<file path="config.mk">
export PLATFORM = sky130hd
export DESIGN_NAME = pipe_stall_ctrl_flat
export DESIGN_NICKNAME = d
export VERILOG_FILES = /design/src/rtl/pipe_stall_ctrl_if.sv /design/src/rtl/pipe_stall_ctrl.sv /design/src/flat_wrapper.sv
export SDC_FILE = /design/constraint.sdc
export NUM_CORES = 1
export LEC_CHECK = 0
export BUFFER_PORTS_ARGS = -buffer_cell sky130_fd_sc_hd__buf_2
export CAP_MARGIN = 25
export CORE_MARGIN = 4
export CORE_UTILIZATION = 40
export CTS_BUF_LIST = sky130_fd_sc_hd__clkbuf_4
export DETAILED_ROUTE_END_ITERATION = 8
export GPL_ROUTABILITY_DRIVEN = 0
export PLACE_DENSITY = 0.76
export REMOVE_ABC_BUFFERS = 1
export SLEW_MARGIN = 20
export SYNTH_ARGS = -nofsm -noshare
export SYNTH_HDL_FRONTEND = slang
export SYNTH_SLANG_ARGS = --single-unit
</file>
<file path="constraint.sdc">
create_clock -name clk -period 2.7 [get_ports clk]
set_clock_uncertainty 0.05 [all_clocks]
set_input_delay 0.405 -clock clk [delete_from_list [all_inputs] [get_ports clk]]
set_output_delay 0.405 -clock clk [all_outputs]
set_load 0.05 [all_outputs]
</file>
<file path="src/rtl/pipe_stall_ctrl_if.sv">
// Pipeline-control bundle between the 5-stage core datapath and its stall/flush sequencer.
// master = datapath side (hazard sources), slave = pipe_stall_ctrl.
interface pipe_stall_ctrl_if #(
  parameter int unsigned CNT_W = 32
);
  logic [4:0]       id_rs;
  logic [4:0]       id_rt;
  logic             id_use_rs;
  logic             id_use_rt;
  logic             ex_RMEM;
  logic             ex_WREG;
  logic [4:0]       ex_nd;
  logic             ex_branch_taken;
  logic             mem_RMEM;
  logic             mem_WMEM;
  logic             dmem_ack;
  logic             pc_CE;
  logic             ifid_CE;
  logic             idex_CE;
  logic             exmem_CE;
  logic             memwb_CE;
  logic             ifid_flush;
  logic             idex_flush;
  logic             memwb_flush;
  logic             dmem_req;
  logic             mem_timeout;
  logic [CNT_W-1:0] stall_cnt;

  modport master (
    output id_rs, id_rt, id_use_rs, id_use_rt, ex_RMEM, ex_WREG, ex_nd,
           ex_branch_taken, mem_RMEM, mem_WMEM, dmem_ack,
    input  pc_CE, ifid_CE, idex_CE, exmem_CE, memwb_CE, ifid_flush,
           idex_flush, memwb_flush, dmem_req, mem_timeout, stall_cnt
  );

  modport slave (
    input  id_rs, id_rt, id_use_rs, id_use_rt, ex_RMEM, ex_WREG, ex_nd,
           ex_branch_taken, mem_RMEM, mem_WMEM, dmem_ack,
    output pc_CE, ifid_CE, idex_CE, exmem_CE, memwb_CE, ifid_flush,
           idex_flush, memwb_flush, dmem_req, mem_timeout, stall_cnt
  );
endinterface

</file>
<file path="src/rtl/pipe_stall_ctrl.sv">
// Pipeline sequencer: register enables/flushes for load-use, branch redirect and
// variable-latency data memory, with a wait timeout and a stall-cycle counter.
module pipe_stall_ctrl #(
  parameter int unsigned TIMEOUT = 64,
  parameter int unsigned CNT_W   = 32
) (
  input logic               clk,
  input logic               rst,
  pipe_stall_ctrl_if.slave  ctrl
);

  localparam int unsigned WCNT_W = $clog2(TIMEOUT + 1);
  localparam logic [WCNT_W-1:0] WCNT_LAST = WCNT_W'(TIMEOUT - 1);

  typedef enum logic {
    RUN,
    MEM_WAIT
  } state_e;

  state_e             state_q, state_d;
  logic [WCNT_W-1:0]  wcnt_q, wcnt_d;
  logic               timeout_q, timeout_d;
  logic [CNT_W-1:0]   cnt_q, cnt_d;

  logic mem_acc;
  logic load_use;
  logic mem_stall;
  logic pc_ce, ifid_ce, idex_ce, exmem_ce, memwb_ce;
  logic ifid_fl, idex_fl, memwb_fl, req;

  assign mem_acc  = ctrl.mem_RMEM | ctrl.mem_WMEM;
  assign load_use = ctrl.ex_RMEM & ctrl.ex_WREG & (ctrl.ex_nd != 5'd0) &
                    ((ctrl.id_use_rs & (ctrl.id_rs == ctrl.ex_nd)) |
                     (ctrl.id_use_rt & (ctrl.id_rt == ctrl.ex_nd)));

  // In MEM_WAIT, an ack or the last timeout cycle is a release cycle, not a stall.
  assign mem_stall = (state_q == MEM_WAIT) ? (!ctrl.dmem_ack && (wcnt_q != WCNT_LAST))
                                           : (mem_acc && !ctrl.dmem_ack);

  always_ff @(posedge clk or posedge rst) begin
    if (rst) begin
      state_q   <= RUN;
      wcnt_q    <= '0;
      timeout_q <= 1'b0;
      cnt_q     <= '0;
    end else begin
      state_q   <= state_d;
      wcnt_q    <= wcnt_d;
      timeout_q <= timeout_d;
      cnt_q     <= cnt_d;
    end
  end

  always_comb begin
    state_d   = state_q;
    wcnt_d    = wcnt_q;
    timeout_d = timeout_q;
    cnt_d     = cnt_q;
    case (state_q)
      RUN: begin
        if (mem_acc && !ctrl.dmem_ack) begin
          state_d = MEM_WAIT;
          wcnt_d  = '0;
        end
      end
      MEM_WAIT: begin
        if (ctrl.dmem_ack) begin
          state_d = RUN;
        end else if (wcnt_q == WCNT_LAST) begin
          timeout_d = 1'b1;
          state_d   = RUN;
        end else begin
          wcnt_d = wcnt_q + WCNT_W'(1);
        end
      end
      default: state_d = RUN;
    endcase
    if (!pc_ce && (cnt_q != '1)) begin
      cnt_d = cnt_q + CNT_W'(1);
    end
  end

  always_comb begin
    pc_ce    = 1'b0;
    ifid_ce  = 1'b0;
    idex_ce  = 1'b0;
    exmem_ce = 1'b0;
    memwb_ce = 1'b0;
    ifid_fl  = 1'b0;
    idex_fl  = 1'b0;
    memwb_fl = 1'b0;
    req      = 1'b0;
    if (!rst) begin
      if (mem_stall) begin
        req      = 1'b1;
        memwb_ce = 1'b1;
        memwb_fl = 1'b1;
      end else begin
        req = mem_acc;
        if (ctrl.ex_branch_taken) begin
          pc_ce    = 1'b1;
          ifid_ce  = 1'b1;
          idex_ce  = 1'b1;
          exmem_ce = 1'b1;
          memwb_ce = 1'b1;
          ifid_fl  = 1'b1;
          idex_fl  = 1'b1;
        end else if (load_use) begin
          idex_ce  = 1'b1;
          idex_fl  = 1'b1;
          exmem_ce = 1'b1;
          memwb_ce = 1'b1;
        end else begin
          pc_ce    = 1'b1;
          ifid_ce  = 1'b1;
          idex_ce  = 1'b1;
          exmem_ce = 1'b1;
          memwb_ce = 1'b1;
        end
      end
    end
  end

  assign ctrl.pc_CE       = pc_ce;
  assign ctrl.ifid_CE     = ifid_ce;
  assign ctrl.idex_CE     = idex_ce;
  assign ctrl.exmem_CE    = exmem_ce;
  assign ctrl.memwb_CE    = memwb_ce;
  assign ctrl.ifid_flush  = ifid_fl;
  assign ctrl.idex_flush  = idex_fl;
  assign ctrl.memwb_flush = memwb_fl;
  assign ctrl.dmem_req    = req;
  assign ctrl.mem_timeout = timeout_q;
  assign ctrl.stall_cnt   = cnt_q;

endmodule

</file>
<file path="src/flat_wrapper.sv">
// flat-port wrapper written by rule: the top's interface ports become plain ports
module pipe_stall_ctrl_flat 
#(
  parameter int unsigned TIMEOUT = 64,
  parameter int unsigned CNT_W   = 32
)
  (clk, rst, ctrl_id_rs, ctrl_id_rt, ctrl_id_use_rs, ctrl_id_use_rt, ctrl_ex_RMEM, ctrl_ex_WREG, ctrl_ex_nd, ctrl_ex_branch_taken, ctrl_mem_RMEM, ctrl_mem_WMEM, ctrl_dmem_ack, ctrl_pc_CE, ctrl_ifid_CE, ctrl_idex_CE, ctrl_exmem_CE, ctrl_memwb_CE, ctrl_ifid_flush, ctrl_idex_flush, ctrl_memwb_flush, ctrl_dmem_req, ctrl_mem_timeout, ctrl_stall_cnt);
  pipe_stall_ctrl_if #(.CNT_W(CNT_W)) ctrl_i ();
  input logic clk;
  input logic rst;
  input wire logic [$bits(ctrl_i.id_rs)-1:0] ctrl_id_rs;
  input wire logic [$bits(ctrl_i.id_rt)-1:0] ctrl_id_rt;
  input wire logic [$bits(ctrl_i.id_use_rs)-1:0] ctrl_id_use_rs;
  input wire logic [$bits(ctrl_i.id_use_rt)-1:0] ctrl_id_use_rt;
  input wire logic [$bits(ctrl_i.ex_RMEM)-1:0] ctrl_ex_RMEM;
  input wire logic [$bits(ctrl_i.ex_WREG)-1:0] ctrl_ex_WREG;
  input wire logic [$bits(ctrl_i.ex_nd)-1:0] ctrl_ex_nd;
  input wire logic [$bits(ctrl_i.ex_branch_taken)-1:0] ctrl_ex_branch_taken;
  input wire logic [$bits(ctrl_i.mem_RMEM)-1:0] ctrl_mem_RMEM;
  input wire logic [$bits(ctrl_i.mem_WMEM)-1:0] ctrl_mem_WMEM;
  input wire logic [$bits(ctrl_i.dmem_ack)-1:0] ctrl_dmem_ack;
  output wire logic [$bits(ctrl_i.pc_CE)-1:0] ctrl_pc_CE;
  output wire logic [$bits(ctrl_i.ifid_CE)-1:0] ctrl_ifid_CE;
  output wire logic [$bits(ctrl_i.idex_CE)-1:0] ctrl_idex_CE;
  output wire logic [$bits(ctrl_i.exmem_CE)-1:0] ctrl_exmem_CE;
  output wire logic [$bits(ctrl_i.memwb_CE)-1:0] ctrl_memwb_CE;
  output wire logic [$bits(ctrl_i.ifid_flush)-1:0] ctrl_ifid_flush;
  output wire logic [$bits(ctrl_i.idex_flush)-1:0] ctrl_idex_flush;
  output wire logic [$bits(ctrl_i.memwb_flush)-1:0] ctrl_memwb_flush;
  output wire logic [$bits(ctrl_i.dmem_req)-1:0] ctrl_dmem_req;
  output wire logic [$bits(ctrl_i.mem_timeout)-1:0] ctrl_mem_timeout;
  output wire logic [$bits(ctrl_i.stall_cnt)-1:0] ctrl_stall_cnt;
  assign ctrl_i.id_rs = ctrl_id_rs;
  assign ctrl_i.id_rt = ctrl_id_rt;
  assign ctrl_i.id_use_rs = ctrl_id_use_rs;
  assign ctrl_i.id_use_rt = ctrl_id_use_rt;
  assign ctrl_i.ex_RMEM = ctrl_ex_RMEM;
  assign ctrl_i.ex_WREG = ctrl_ex_WREG;
  assign ctrl_i.ex_nd = ctrl_ex_nd;
  assign ctrl_i.ex_branch_taken = ctrl_ex_branch_taken;
  assign ctrl_i.mem_RMEM = ctrl_mem_RMEM;
  assign ctrl_i.mem_WMEM = ctrl_mem_WMEM;
  assign ctrl_i.dmem_ack = ctrl_dmem_ack;
  assign ctrl_pc_CE = ctrl_i.pc_CE;
  assign ctrl_ifid_CE = ctrl_i.ifid_CE;
  assign ctrl_idex_CE = ctrl_i.idex_CE;
  assign ctrl_exmem_CE = ctrl_i.exmem_CE;
  assign ctrl_memwb_CE = ctrl_i.memwb_CE;
  assign ctrl_ifid_flush = ctrl_i.ifid_flush;
  assign ctrl_idex_flush = ctrl_i.idex_flush;
  assign ctrl_memwb_flush = ctrl_i.memwb_flush;
  assign ctrl_dmem_req = ctrl_i.dmem_req;
  assign ctrl_mem_timeout = ctrl_i.mem_timeout;
  assign ctrl_stall_cnt = ctrl_i.stall_cnt;
  pipe_stall_ctrl #(.TIMEOUT(TIMEOUT), .CNT_W(CNT_W)) u_core (.clk(clk), .rst(rst), .ctrl(ctrl_i));
endmodule
</file>
==> results of run 1 <==
[where the power goes]
group          leakage (nW)  internal [mW]  total, mW  switching [mW]
Clock                0.0247         0.0937      0.291           0.198
Combinational         0.732          0.188      0.669           0.481
Sequential            0.505          0.706      0.827           0.121
Total                  1.26          0.987       1.79           0.800
[cells in the final DEF (no fill, tap or decap), types with 2 or more instances in the layout]
| cell type | instances |
|---|---|
| sky130_fd_sc_hd__dfrtp_1 | 41 |
| sky130_fd_sc_hd__inv_1 | 4 |
| sky130_fd_sc_hd__nor2_1 | 13 |
| sky130_fd_sc_hd__ha_1 | 2 |
| sky130_fd_sc_hd__nor3b_1 | 3 |
| sky130_fd_sc_hd__buf_2 | 64 |
| sky130_fd_sc_hd__nor3_1 | 11 |
| sky130_fd_sc_hd__and4_1 | 2 |
| sky130_fd_sc_hd__nand2_1 | 22 |
| sky130_fd_sc_hd__xor2_1 | 32 |
| sky130_fd_sc_hd__nor4b_1 | 4 |
| sky130_fd_sc_hd__nand4_1 | 16 |
| sky130_fd_sc_hd__nand3_1 | 10 |
| sky130_fd_sc_hd__clkbuf_4 | 5 |
| sky130_fd_sc_hd__nor4_1 | 16 |
| sky130_fd_sc_hd__buf_4 | 8 |
| sky130_fd_sc_hd__a21oi_1 | 2 |
| sky130_fd_sc_hd__mux2_2 | 2 |
| sky130_fd_sc_hd__xnor2_1 | 11 |
| sky130_fd_sc_hd__or3_1 | 2 |
[final timing paths]
path                       depth (start not counted)  slack (ps)                         to
setup / recovery                                   6         150               ctrl_ifid_CE
min in group asynchronous                          3         240  u_core.ctrl.stall_cnt[25]
setup reg to reg                                   8         300  u_core.ctrl.stall_cnt[27]
hold / removal                                     2         220    u_core.ctrl.mem_timeout
hold reg to reg                                    1         430    u_core.ctrl.mem_timeout
max in group asynchronous                          3        2020   u_core.ctrl.stall_cnt[0]
[area by class of cell]
type	instances	area [sq um]
Clock buffer	5	37.5
Sequential cell	41	1030
Clock inverter	2	11.3
Inverter	4	15.0
Tap cell	70	87.6
Timing Repair Buffer	73	400
Multi-Input combinational cell	164	1110
Fill cell	507	2510
[kinds of logic after synthesis]
| logic type | count (synthesis) | synth area share (%) |
|---|---|---|
| compound gates | 8 | 2.78 |
| xor+xnor | 43 | 17.1 |
| fa+ha+maj | 2 | 1.14 |
| buf+inv | 13 | 3.41 |
| flops | 41 | 46.6 |
| mux | 3 | 1.70 |
| simple gates | 108 | 27.3 |
[timing repair]
item / 4_1_cts / 5_1_grt
buffers inserted: 0 / 0
endpoints found under the hold margin: 0 / 0
gates resized for setup: 0 / 4
endpoints found under the setup margin: 0 / 2
hold buffers: 0 / 0
[metal layers]
| metal | wire length [um] | vias to the layer above | part of all wire [%] | global-route usage, % |
|---|---|---|---|---|
| li1 | - | 920 | - | - |
| met1 | 2210 | 914 | 44 | 20.9 |
| met2 | 2310 | 66 | 46 | 25.6 |
| met3 | 404 | 7 | 8.1 | 4.88 |
| met4 | 59 | 0 | 1.2 | 5.15 |
| met5 | 0 | - | 0 | 0 |
[worst max-delay path, cell delays in order (launching register included)]
cell	delay, ps
sky130_fd_sc_hd__dfrtp_1	440
sky130_fd_sc_hd__ha_1	250
sky130_fd_sc_hd__nand4_1	140
sky130_fd_sc_hd__nand2_1	170
sky130_fd_sc_hd__inv_1	100
sky130_fd_sc_hd__a311oi_4	370
sky130_fd_sc_hd__buf_4	280
[flip-flops by register name, indices dropped and copies added, names as in the netlist]
name and flops:
u_core.ctrl.stall_cnt 32, u_core.wcnt_q 7, u_core.ctrl.mem_timeout 1, u_core.state_q 1
==> parameters.txt, run 1 <==
Parameter                              Value

Worst hold path
  Path type of the worst min-delay path ... in -> reg
  Start point of the worst min-delay path ... ctrl_dmem_ack

Logic synthesis
  Top area cells in the synthesized netlist ... sky130_fd_sc_hd__dfrtp_1 47%, sky130_fd_sc_hd__xor2_1 13%, sky130_fd_sc_hd__nand4_1 4.5%
  Dominant cell by count in the synthesized netlist ... sky130_fd_sc_hd__dfrtp_1
  Top FF cell, synth ... sky130_fd_sc_hd__dfrtp_1
  Cell type with the highest aggregate area in the netlist ... sky130_fd_sc_hd__dfrtp_1
  Share of async-settable or async-resettable flops after synthesis ... 100%
  Post-synthesis sequential area ratio ... 46.6%
  Synth top area share ... 46.6%
  Number of flops mapped to enable cells by yosys ... 0
  Number of distinct standard cells referenced by the synthesized netlist ... 37
  List of most frequent post-synthesis cells ... 41 x sky130_fd_sc_hd__dfrtp_1, 32 x sky130_fd_sc_hd__xor2_1, 22 x sky130_fd_sc_hd__nand2_1
  Mapped cell area ... 2200 sq um
  Number of instances in the synthesized netlist ... 218
  Number of synthesized register bits ... 41
  Per-instance average area after synthesis ... 10.1 sq um
  Total number of yosys warnings ... 0

Run status
  Outcome ... complete, no violations

STA
  Worst rel slew slack ... 65.9%
  Setup TNS Final ... 0 ps
  Number of hold-slack violations in the final timing report ... 0
  Peak clock frequency supported by timing ... 392 MHz
  Hold WS ... 222 ps
  Final period demand of the worst path ... 2550 ps
  Slew at the pin closest to its max-slew limit ... 512 ps
  Period Utilization, post-route ... 94.5%
  Setup repair after global routing missed its margin ... false
  Post-layout worst setup margin ... 149 ps
  Number of setup violations in the final report ... 0
  Max-slew violation count ... 0

GRT
  Residual overflow from global routing ... 0
  First-pass GRT wire length ... 8.45 mm
  Maximum number of pins on one net before global-route repair ... 42
  Number of antenna violations at the first check in global routing ... 0
  Total routing usage reported by global routing ... 16.1%
  Vias in the first global route ... 1856

Power and ir drop
  Total power per unit cell area ... 664 nW/um^2
  Power after layout ... 1.79 mW
  Leakage power ... 1.26 nW
  Largest voltage drop on the vdd net ... 0.595 mV

Cells and area
  Final core utilization ... 51.7%
  Share of cells above drive strength 1 ... 30.1%
  Post-Layout Inst Area ... 2690 sq um
  Final cell count without fillers ... 359
  Number of nets in the layout ... 316
  Antenna cell count ... 0
  Area Growth Syn to Fin ... 22.2%

Worst setup path
  Element type at the critical path start ... register
  Worst flop-to-flop path startpoint ... u_core.ctrl.stall_cnt[0]
  Setup Crit Path Kind ... reg -> out
  Highest fanout seen on the critical path ... 5
  Data required time at the worst endpoint ... 2250 ps
  Capturing element type of the critical path ... primary output
  Launch point of the worst path ... u_core.wcnt_q[0]
  Arrival time of data at the critical path endpoint ... 2100 ps

Die
  Core box area ... 5200 sq um
  Die boundary width ... 82.2 um
  Die Area ... 6760 sq um
  Site Rows ... 26
  Number of top-level pins ... 67
  Die Y-Extent ... 82.2 um
  Effective utilization at floorplan ... 42.3%

Clock network
  Number of buffers created by CTS ... 5
  Clock-pin transition on the worst setup and hold timing paths ... 110 ps
  Clk sink count ... 41
  CTS Root Cell ... sky130_fd_sc_hd__clkbuf_4
  Clock insertion delay at the later pin of the skew report ... 350 ps
  CTS H-tree depth ... 2
  CTS tree ... built
  Largest buffer count on any clock path ... 2

Place
  Quantity of I/O buffers inserted on ports ... 66
  Pre-CTS worst setup slack ... 204 ps
  Placed Area ... 2640 sq um
  DP Cell Count ... 352
  HPWL after detailed placement ... 3.69 mm

Flow run
  Number of max-cap violations ... 0

Drt
  Detailed-route via count ... 1907
  Remaining routing DRC violations ... 0
  Vias per inst ... 5.31
  Drt wl/cell ... 13.9 um
  Count of antenna-violating nets left after detailed routing ... 0
  Final wirelength ... 4.99 mm
  First drt pass iteration count ... 4
  First DRT Iteration DRCs ... 69
No activity file was read; power rests on OpenSTA's default activity.
==> inputs of run 2 (changes only) <==
--- a/config.mk
+++ b/config.mk
@@ -8,11 +8,12 @@
 export BUFFER_PORTS_ARGS = -buffer_cell sky130_fd_sc_hd__buf_2
 export CAP_MARGIN = 25
 export CORE_MARGIN = 4
-export CORE_UTILIZATION = 40
+export CORE_UTILIZATION = 53
 export CTS_BUF_LIST = sky130_fd_sc_hd__clkbuf_4
 export DETAILED_ROUTE_END_ITERATION = 8
 export GPL_ROUTABILITY_DRIVEN = 0
-export PLACE_DENSITY = 0.76
+export HOLD_SLACK_MARGIN = 0.03
+export PLACE_DENSITY = 0.83
 export REMOVE_ABC_BUFFERS = 1
 export SLEW_MARGIN = 20
 export SYNTH_ARGS = -nofsm -noshare
==> run 2 against run 1 <==
Flip-flop and latch count stayed put; die area shrank 22%; total power up 0.64%; clock-buffer cell count is 1 higher; worst hold slack lost 5.9 ps; global-route usage up 4.5 points; non-clock buffer count is 1 higher; register-to-register slack lost 90 ps; sequential power barely moved; critical endpoint is now ctrl_pc_CE.
==> parameters.txt, run 2 (synthesis results as in run 1) <==
Parameter                              Value

Run status
  Outcome ... complete, no violations (unchanged)

Worst setup path
  Element type at the critical path start ... register (unchanged)
  Highest fanout seen on the critical path ... 5 (unchanged)
  Dominant delay contributor by cell family on the critical path ... buffers and inverters (was flip-flops)
  Slowest Stage Delay on Critical Path ... 430 ps (was 440 ps)
  Worst flop-to-flop path startpoint ... u_core.ctrl.stall_cnt[0] (unchanged)
  Crit Reg-Reg Endpoint ... u_core.ctrl.stall_cnt[18] (was u_core.ctrl.stall_cnt[27])
  Number of cells traversed by the worst register-to-register path ... 8 (unchanged)
  Setup Crit Path Kind ... reg -> out (unchanged)
  Combined buffer and inverter count along the critical path ... 2 (unchanged)
  Cell-by-cell listing of the critical path ... ha_1, nand4_1, nand2_1, inv_1, a311oi_4, clkbuf_4 (was ha_1, nand4_1, nand2_1, inv_1, a311oi_4, buf_4)
  Capturing element type of the critical path ... primary output (unchanged)
  Data required time at the worst endpoint ... 2250 ps (about the same)
  Slowest cell on the critical path ... sky130_fd_sc_hd__dfrtp_1 (unchanged)
  Arrival time of data at the critical path endpoint ... 2140 ps (was 2100 ps)
  Register-to-register setup slack ... 210 ps (was 300 ps)

Clock network
  Largest buffer count on any clock path ... 2 (unchanged)
  CTS tree ... built (unchanged)
  Clock-pin transition on the worst setup and hold timing paths ... 120 ps (was 110 ps)
  # hold bufs at CTS ... 0 (unchanged)
  Clk sink count ... 41 (unchanged)
  CTS Root Cell ... sky130_fd_sc_hd__clkbuf_4 (unchanged)
  CTS H-tree depth ... 2 (unchanged)
  Clock insertion delay at the later pin of the skew report ... 350 ps (about the same)
  Number of buffers created by CTS ... 5 (unchanged)

Drt
  First DRT Iteration DRCs ... 91 (was 69)
  Count of antenna-violating nets left after detailed routing ... 0 (unchanged)
  Drt wl/cell ... 14.4 um (was 13.9 um)
  Final wirelength ... 4.91 mm (was 4.99 mm)
  Vias per inst ... 5.57 (was 5.31)
  First drt pass iteration count ... 4 (unchanged)
  Remaining routing DRC violations ... 0 (unchanged)
  Detailed-route via count ... 1898 (was 1907)

Power and ir drop
  Leakage power ... 1.28 nW (was 1.26 nW)
  Part of the total power dissipated in the clock network ... 16.9% (was 16.3%)
  Proportion of power drawn by flip-flops and latches ... 46.1% (was 46.3%)
  Switching Fraction ... 44.3% (was 44.8%)
  Switching power summed over all nets ... 798 uW (was 800 uW)
  Internal power of the cells ... 1.00 mW (was 987 uW)
  Fraction of power consumed by combinational cells ... 37.0% (was 37.4%)
  Largest voltage drop on the vdd net ... 0.804 mV (was 0.595 mV)
  Total power per unit cell area ... 672 nW/um^2 (was 664 nW/um^2)

Die
  Die Area ... 5250 sq um (was 6760 sq um)
  Die boundary width ... 72.5 um (was 82.2 um)
  Number of top-level pins ... 67 (unchanged)
  Die Y-Extent ... 72.5 um (was 82.2 um)
  Core box area ... 4000 sq um (was 5200 sq um)
  Effective utilization at floorplan ... 55.1% (was 42.3%)
  Site Rows ... 23 (was 26)

Cells and area
  Commonest cells after routing, fill and taps aside ... 64 x sky130_fd_sc_hd__buf_2, 41 x sky130_fd_sc_hd__dfrtp_1, 32 x sky130_fd_sc_hd__xor2_1 (unchanged)
  Number of filler instances in the final layout ... 327 (was 507)
  Most common cell after layout, fill and taps aside ... sky130_fd_sc_hd__buf_2 (unchanged)
  Combined area of the multi-input logic cells ... 1110 sq um (unchanged)
  Max FFs per register ... 32 (unchanged)
  Final core utilization ... 67.0% (was 51.7%)
  Final cell count without fillers ... 341 (was 359)
  Antenna cell count ... 0 (unchanged)
  Share of cells above drive strength 1 ... 30.9% (was 30.1%)
  Area Growth Syn to Fin ... 21.6% (was 22.2%)
  Footprint of the flip-flops and latches ... 1030 sq um (unchanged)
  Number of nets in the layout ... 317 (was 316)
  Post-Layout Inst Area ... 2680 sq um (was 2690 sq um)

GRT
  Number of antenna violations at the first check in global routing ... 0 (unchanged)
  Vias in the first global route ... 1861 (was 1856)
  Maximum number of pins on one net before global-route repair ... 42 (unchanged)
  Total routing usage reported by global routing ... 20.6% (was 16.1%)
  First-pass GRT wire length ... 8.50 mm (was 8.45 mm)
  Residual overflow from global routing ... 0 (unchanged)

Worst hold path
  Path type of the worst min-delay path ... in -> reg (unchanged)
  Hold-critical path depth ... 2 (unchanged)
  End of the worst hold path ... u_core.ctrl.mem_timeout (unchanged)
  Start point of the worst min-delay path ... ctrl_dmem_ack (unchanged)

STA
  Period Utilization, post-route ... 96.0% (was 94.5%)
  Worst rel slew slack ... 65.9% (about the same)
  Number of setup violations in the final report ... 0 (unchanged)
  Peak clock frequency supported by timing ... 386 MHz (was 392 MHz)
  Final period demand of the worst path ... 2590 ps (was 2550 ps)
  Slew at the pin closest to its max-slew limit ... 511 ps (was 512 ps)
  Max-slew violation count ... 0 (unchanged)
  Number of hold-slack violations in the final timing report ... 0 (unchanged)
  Hold WS ... 216 ps (was 222 ps)
  Setup TNS Final ... 0 ps (unchanged)

Place
  Quantity of I/O buffers inserted on ports ... 66 (unchanged)
  DP Cell Count ... 331 (was 352)
  Placed Area ... 2600 sq um (was 2640 sq um)
  HPWL after detailed placement ... 3.77 mm (was 3.69 mm)

Flow run
  Number of max-cap violations ... 0 (unchanged)
run 2: routing by layer:
layer,vias to the layer above,track usage (%),share of wire [%]
li1,924,-,-
met1,905,27.0,44
met2,64,34.0,49
met3,5,4.71,5.8
met4,0,6.56,1.2
met5,-,0,0
run 2: cell type report:
| class | instances | area share [%] |
|---|---|---|
| Multi-Input combinational cell | 164 | 41.5 |
| Sequential cell | 41 | 38.3 |
| Timing Repair Buffer | 74 | 15.2 |
| Tap cell | 50 | 2.34 |
| Clock buffer | 6 | 1.68 |
| Inverter | 4 | 0.560 |
| Clock inverter | 2 | 0.374 |
run 2: metrics by stage:
stage	setup slack, ps	power, mW
after floorplan	-1450	1.32
after global placement	169	1.48
after detailed placement	167	1.51
after CTS	2.16	1.81
after global routing	-15.6	1.90
final	108	1.80
run 2: worst register-to-register path, stage by stage, from the launching register on:
cell and delay (ps):
sky130_fd_sc_hd__dfrtp_1 430, sky130_fd_sc_hd__ha_1 210, sky130_fd_sc_hd__nand4_1 190, sky130_fd_sc_hd__or3_1 400, sky130_fd_sc_hd__or3_4 450, sky130_fd_sc_hd__nor2_8 220, sky130_fd_sc_hd__buf_12 180, sky130_fd_sc_hd__nor4_1 60
sky130_fd_sc_hd__xor2_1 160
run 2: worst max path at each step:
stage,start,to,slack (ps),depth (start not counted)
6_report,u_core.wcnt_q[0],ctrl_pc_CE,110,6
5_1_grt,u_core.wcnt_q[0],ctrl_ifid_CE,-20,6
4_1_cts,u_core.wcnt_q[0],ctrl_pc_CE,2,6
3_5_place_dp,ctrl_ex_nd[1],u_core.ctrl.stall_cnt[30],170,7
3_3_place_gp,ctrl_ex_nd[1],u_core.ctrl.stall_cnt[30],170,7
2_1_floorplan,ctrl_ex_nd[1],u_core.ctrl.stall_cnt[30],-1450,5
run 2: power groups by stage:
stage / clock network [mW] / registers (mW) / logic (mW)
floorplan: 0 / 1.11 / 0.207
global placement: 0 / 0.832 / 0.652
detailed placement: 0 / 0.837 / 0.668
CTS: 0.314 / 0.828 / 0.668
global route: 0.342 / 0.848 / 0.705
finish: 0.304 / 0.830 / 0.665
run 2: timing repair:
item	CTS	global route
setup endpoints to repair	0	2
gates resized for setup	0	2
endpoints found under the hold margin	0	0
buffers inserted	0	2
